===== src/rtl/genius_pkg.sv =====
// Shared definitions for the Genius game controller: state encodings,
// the control-strobe bundle and the per-state strobe decode.
package genius_pkg;

    localparam int STATE_W = 4;

    typedef enum logic [3:0] {
        ST_INIT   = 4'd0,
        ST_SETUP  = 4'd1,
        ST_PREP   = 4'd2,
        ST_SEQ    = 4'd3,
        ST_PLAY   = 4'd4,
        ST_CHECK  = 4'd5,
        ST_NEXT   = 4'd6,
        ST_EVAL   = 4'd7,
        ST_RESULT = 4'd8
    } state_e;

    typedef struct packed {
        logic r1;
        logic r2;
        logic e1;
        logic e2;
        logic e3;
        logic e4;
        logic sel;
    } ctrl_t;

    // Illegal codes decode like INIT so the datapath is held in reset until recovery.
    function automatic ctrl_t decode_ctrl(input state_e st);
        ctrl_t c;
        c = '0;
        case (st)
            ST_INIT:   begin c.r1 = 1'b1; c.r2 = 1'b1; c.sel = 1'b1; end
            ST_SETUP:  begin c.e1 = 1'b1; c.sel = 1'b1; end
            ST_PREP:   begin c.r2 = 1'b1; c.sel = 1'b1; end
            ST_SEQ:    begin c.e3 = 1'b1; c.sel = 1'b1; end
            ST_PLAY:   begin c.e2 = 1'b1; c.sel = 1'b1; end
            ST_CHECK:  begin c.sel = 1'b1; end
            ST_NEXT:   begin c.e4 = 1'b1; c.sel = 1'b1; end
            ST_EVAL:   begin c.sel = 1'b1; end
            ST_RESULT: begin c.sel = 1'b0; end
            default:   begin c.r1 = 1'b1; c.r2 = 1'b1; c.sel = 1'b1; end
        endcase
        return c;
    endfunction

endpackage


===== src/rtl/genius_ctrl_key_pulse.sv =====
// Confirm-key conditioning: multi-flop synchronizer plus a one-cycle
// falling-edge pulse on the synchronized key.
module key_pulse #(
    parameter int SYNC_STAGES = 2
) (
    input  logic CLOCK_50,
    input  logic reset,
    input  logic key_n,
    output logic pulse
);

    logic [SYNC_STAGES-1:0] sync_q;
    logic [SYNC_STAGES-1:0] valid_q;
    logic                   hist_q;
    logic                   armed_q;
    logic                   key_s;

    assign key_s = sync_q[SYNC_STAGES-1];

    // valid_q marks when key_s holds a real sample rather than a reset value;
    // armed_q requires one real released sample, so a key held through reset never pulses.
    always_ff @(posedge CLOCK_50) begin
        if (reset) begin
            sync_q  <= '1;
            valid_q <= '0;
            hist_q  <= 1'b1;
            armed_q <= 1'b0;
        end else begin
            sync_q  <= {sync_q[SYNC_STAGES-2:0], key_n};
            valid_q <= {valid_q[SYNC_STAGES-2:0], 1'b1};
            hist_q  <= key_s;
            armed_q <= armed_q | (valid_q[SYNC_STAGES-1] & key_s);
        end
    end

    assign pulse = armed_q & hist_q & ~key_s;

endmodule


===== src/rtl/genius_ctrl.sv =====
// Control FSM for the Genius memory game: sequences setup, FPGA playback,
// user entry, checking and result display through Moore-decoded strobes.
module genius_ctrl #(
    parameter int SYNC_STAGES = 2,
    parameter int STATE_W     = 4
) (
    input  logic               CLOCK_50,
    input  logic               reset,
    input  logic               enter_n,
    input  logic               end_FPGA,
    input  logic               end_User,
    input  logic               end_time,
    input  logic               win,
    input  logic               match,
    output logic               R1,
    output logic               R2,
    output logic               E1,
    output logic               E2,
    output logic               E3,
    output logic               E4,
    output logic               SEL,
    output logic [STATE_W-1:0] state_o
);

    import genius_pkg::*;

    state_e state_q, state_d;
    ctrl_t  ctrl_q,  ctrl_d;
    logic   press_s;

    key_pulse #(
        .SYNC_STAGES (SYNC_STAGES)
    ) u_key_pulse (
        .CLOCK_50 (CLOCK_50),
        .reset    (reset),
        .key_n    (enter_n),
        .pulse    (press_s)
    );

    // Next-state logic; end_User wins over end_time when both arrive together.
    always_comb begin
        state_d = ST_INIT;
        case (state_q)
            ST_INIT:   state_d = ST_SETUP;
            ST_SETUP:  if (press_s) state_d = ST_PREP; else state_d = ST_SETUP;
            ST_PREP:   state_d = ST_SEQ;
            ST_SEQ:    if (end_FPGA) state_d = ST_PLAY; else state_d = ST_SEQ;
            ST_PLAY: begin
                if (end_User) begin
                    state_d = ST_CHECK;
                end else if (end_time) begin
                    state_d = ST_RESULT;
                end else begin
                    state_d = ST_PLAY;
                end
            end
            ST_CHECK:  if (match) state_d = ST_NEXT; else state_d = ST_RESULT;
            ST_NEXT:   state_d = ST_EVAL;
            ST_EVAL:   if (win) state_d = ST_RESULT; else state_d = ST_PREP;
            ST_RESULT: if (press_s) state_d = ST_INIT; else state_d = ST_RESULT;
            default:   state_d = ST_INIT;
        endcase
    end

    // Strobes are decoded from the next state so the registered outputs track state_q.
    always_comb begin
        ctrl_d = decode_ctrl(state_d);
    end

    // State and output registers.
    always_ff @(posedge CLOCK_50) begin
        if (reset) begin
            state_q <= ST_INIT;
            ctrl_q  <= decode_ctrl(ST_INIT);
        end else begin
            state_q <= state_d;
            ctrl_q  <= ctrl_d;
        end
    end

    assign R1      = ctrl_q.r1;
    assign R2      = ctrl_q.r2;
    assign E1      = ctrl_q.e1;
    assign E2      = ctrl_q.e2;
    assign E3      = ctrl_q.e3;
    assign E4      = ctrl_q.e4;
    assign SEL     = ctrl_q.sel;
    assign state_o = STATE_W'(state_q);

endmodule


===== config.mk =====
export PLATFORM = sky130hd
export DESIGN_NAME = genius_ctrl
export DESIGN_NICKNAME = d
export VERILOG_FILES = /design/src/rtl/genius_pkg.sv /design/src/rtl/genius_ctrl_key_pulse.sv /design/src/rtl/genius_ctrl.sv
export SDC_FILE = /design/constraint.sdc
export NUM_CORES = 1
export LEC_CHECK = 0
export BUFFER_PORTS_ARGS = -buffer_cell sky130_fd_sc_hd__buf_2
export CAP_MARGIN = 10
export CORE_MARGIN = 3
export CORE_UTILIZATION = 44
export DETAILED_ROUTE_END_ITERATION = 6
export GPL_TIMING_DRIVEN = 0
export PLACE_DENSITY = 0.81
export SYNTH_ARGS = -nofsm -noshare
export SYNTH_HDL_FRONTEND = slang
export SYNTH_SLANG_ARGS = --single-unit

===== constraint.sdc =====
create_clock -name CLOCK_50 -period 1.3 [get_ports CLOCK_50]
set_input_delay 0.065 -clock CLOCK_50 [delete_from_list [all_inputs] [get_ports CLOCK_50]]
set_output_delay 0.065 -clock CLOCK_50 [all_outputs]
set_load 0.01 [all_outputs]

==> metrics.md <==
| Metric | Value |
|---|---|
| Vias in the first global route | 585 |
| Post-DP HPWL | 1110 um |
| Cells after Synth | 75 |
| Delay-heaviest family, CP | simple AND/OR/NAND/NOR gates |
| Vias | 675 |
| Largest stage delay, worst path | 520 ps |
| Final instance area | 958 um^2 |
| Max-cap violations | 0 |
| Status | complete, but fails checks |
| Final cell count without fillers | 118 |
| DIE HEIGHT | 46.1 um |
| Final nets | 112 |
| Hold Path Stages | 3 |
| Worst Path Required | 1540 ps |
| Final hold vios | 0 |
| Fraction of layout cells with a size suffix above 1 | 0.456 |
| Post-Syn Area | 707 um^2 |
| DRC viols | 0 |
| Post-layout min period | 1380 ps |
| Min-delay worst type | input port to flip-flop |
| Crit path DAT | 1620 ps |
| FMAX | 726 MHz |
| Clk root buf | clkbuf_4 |
| Reg2Reg Setup Slack | -80 ps |
| Area growth syn-to-layout | 35.6% |
| Slew headroom | 0.732 |
| VDD IR-drop max | 762 uV |
| Setup WS post-layout | -76.7 ps |
| Starting density of the core | 0.505 |
| WS Path Type | flip-flop to flip-flop |
| Failing checks | setup timing |
| Clock sinks | 17 |
| Leakage Power | 0.413 nW |
| Hold path start | match |
| Post-Place Cells | 108 |
| Fin crit share | 1.06 |
| Ys Warns | 0 |
| Pwr Density | 945 mW/mm^2 |
| Gr usage total | 0.181 |
| I/O pins | 19 |
| Critical-path cell list | or4b_1, o31a_1, o21ai_2, a41o_1 |
| Antenna violation net count after detailed routing | 0 |
| IO buf count | 18 |
| Worst reg2reg path startpoint | state_o[2]$_SDFF_PP0_ |
| Post-synthesis sequential area ratio | 0.481 |
| Rows | 13 |
| Cell Area, Placed | 833 um^2 |
| Max-slew violations | 0 |
| Largest net degree at the start of global routing | 12 |
| Worst-Margin Slew | 402 ps |
| Clk_lat worst skew | 290 ps |
| RSZ-0062 raised after global routing | yes |
| Commonest non-fill, non-tap cell in the layout | buf_2 |
| Worst hold path endpoint | E4$_SDFF_PP0_ |
| First-pass GRT wire length | 2560 um |
| Library cells used by synthesis | 33 |
| CTS tree | done |
| Buffers and inverters on the worst path | 0 |
| Clk slew on worst S/H paths | 90 ps |
| Initial DRC Count | 14 |
| Crit-path slowest cell | or4b_1 |
| WL/cell | 14.5 um |
| Diodes inserted | 0 |
| #FFs+latches synth | 17 |
| Synthesized Nets | 83 |
| Post-route core utilization | 0.685 |
| Vias per cell | 5.72 |
| Die Span X | 46.1 um |
| Global route overflow | 0 |
| Die area | 0.00212 mm^2 |
| Tot Pwr | 0.905 mW |
| Reg2Reg Capture Point | R1$_SDFF_PP1_ |
| Final GP Congestion | 0.817 |
| Worst hold slack | 122 ps |
| Cts bufs inserted | 3 |
| Most frequent cells in the layout | buf_2 (18), dfxtp_1 (13), nor2_1 (9), buf_4 (6) |
| Final Setup Violations | 3 |
| Worst Skew | 3.03 ps |
| CORE AREA | 0.00140 mm^2 |
| Critical Path Fanout Max | 8 |
| Critical Path Source Type | flip-flop |
| Initial antenna violation count | 0 |
| Critical Path Sink Type | flip-flop |
| WL final | 1710 um |
| R2R depth | 4 |
| H-tree depth | 1 |
| Mean Syn Cell Area | 9.43 um^2 |
| DRT Pass-1 Iters | 4 |
| Clk buf depth | 2 |
## per-stage QoR
step	setup TNS [ps]	worst slack, ps
after detailed placement	-548	-224
after global routing	-405	-131
final	-176	-76.7
after floorplan	-174	-61.2
after global placement	-412	-160
after CTS	-236	-73.0
## tightest hold or removal path, cell delays in order
cell      delay [ps]
buf_2            100
nand2b_2         120
nor4b_1           80
## sequential cells by signal (all words and copies together) (netlist names)
register and count:
u_key_pulse.sync_q 2, E3 1, SEL 1, E4 1, R1 1, state_o 4
R2 1, E1 1, E2 1, u_key_pulse.armed_q 1, u_key_pulse.hist_q 1, u_key_pulse.valid_q 2
## Yosys cell counts (all sizes together)
cell type / count / area share
nor2b: 4 / 0.035
o21ai: 2 / 0.019
a32oi: 1 / 0.012
nand4b: 1 / 0.012
or4b: 1 / 0.014
nor3: 2 / 0.014
dfxtp: 17 / 0.48
and3b: 1 / 0.012
o31a: 1 / 0.012
clkbuf: 1 / 0.0053
a2bb2oi: 1 / 0.012
nand3b: 1 / 0.011
and4: 1 / 0.012
a21oi: 5 / 0.035
a221oi: 1 / 0.012
inv: 2 / 0.011
nand2b: 2 / 0.018
or2b: 1 / 0.011
a41o: 1 / 0.014
nand3: 1 / 0.0071
o21a: 2 / 0.021
nor2: 9 / 0.048
nor4: 1 / 0.0089
nand2: 2 / 0.011
a31o: 1 / 0.012
buf: 4 / 0.041
or2: 4 / 0.035
o32ai: 1 / 0.012
nor4b: 3 / 0.037
a211oi: 1 / 0.011
## worst max-delay path by stage
stage	depth (start not counted)	startpoint	endpoint	slack [ps]
after floorplan	5	state_o[3]$_SDFF_PP0_	R1$_SDFF_PP1_	-60
after global placement	5	state_o[0]$_SDFF_PP0_	SEL$_SDFF_PP1_	-160
after detailed placement	5	state_o[0]$_SDFF_PP0_	SEL$_SDFF_PP1_	-220
after CTS	5	state_o[2]$_SDFF_PP0_	R1$_SDFF_PP1_	-70
after global routing	4	state_o[2]$_SDFF_PP0_	R1$_SDFF_PP1_	-130
final	4	state_o[2]$_SDFF_PP0_	R1$_SDFF_PP1_	-80
## final cells by class
class	count	area [um^2]
fillers	108	440
multi-input cells	51	370
flip-flops and latches	17	353
repair buffers	26	155
plain buffers	3	26.3
clock buffers	3	22.5
well taps	15	18.8
inverters	2	7.51
clock inverters	1	5.00
## routing by layer
layer | wire [um] | track usage
met2 | 789 | 0.261
met4 | 55 | 0.148
met1 | 735 | 0.214
met3 | 126 | 0.0625
met5 | 0 | 0
## timing repair
action / CTS / global route
endpoints found under the hold margin: 2 / 0
endpoints found under the setup margin: 5 / 7
setup buffers: 3 / 3
resized for setup: 6 / 9
hold buffers: 2 / 0
pin swaps: 3 / 5
## kinds of logic after synthesis
| family | Yosys count | share of synthesized area |
|---|---|---|
| buffers and inverters | 7 | 0.0566 |
| and+or+nand+nor | 34 | 0.287 |
| DFF | 17 | 0.481 |
| AOI/OAI and AO/OA | 17 | 0.175 |
## where the power goes
group          switching [mW]  internal [mW]
Clock                   0.159          0.115
Combinational          0.0455         0.0444
Sequential            0.00802          0.533
(Power assumes the default switching activity.)
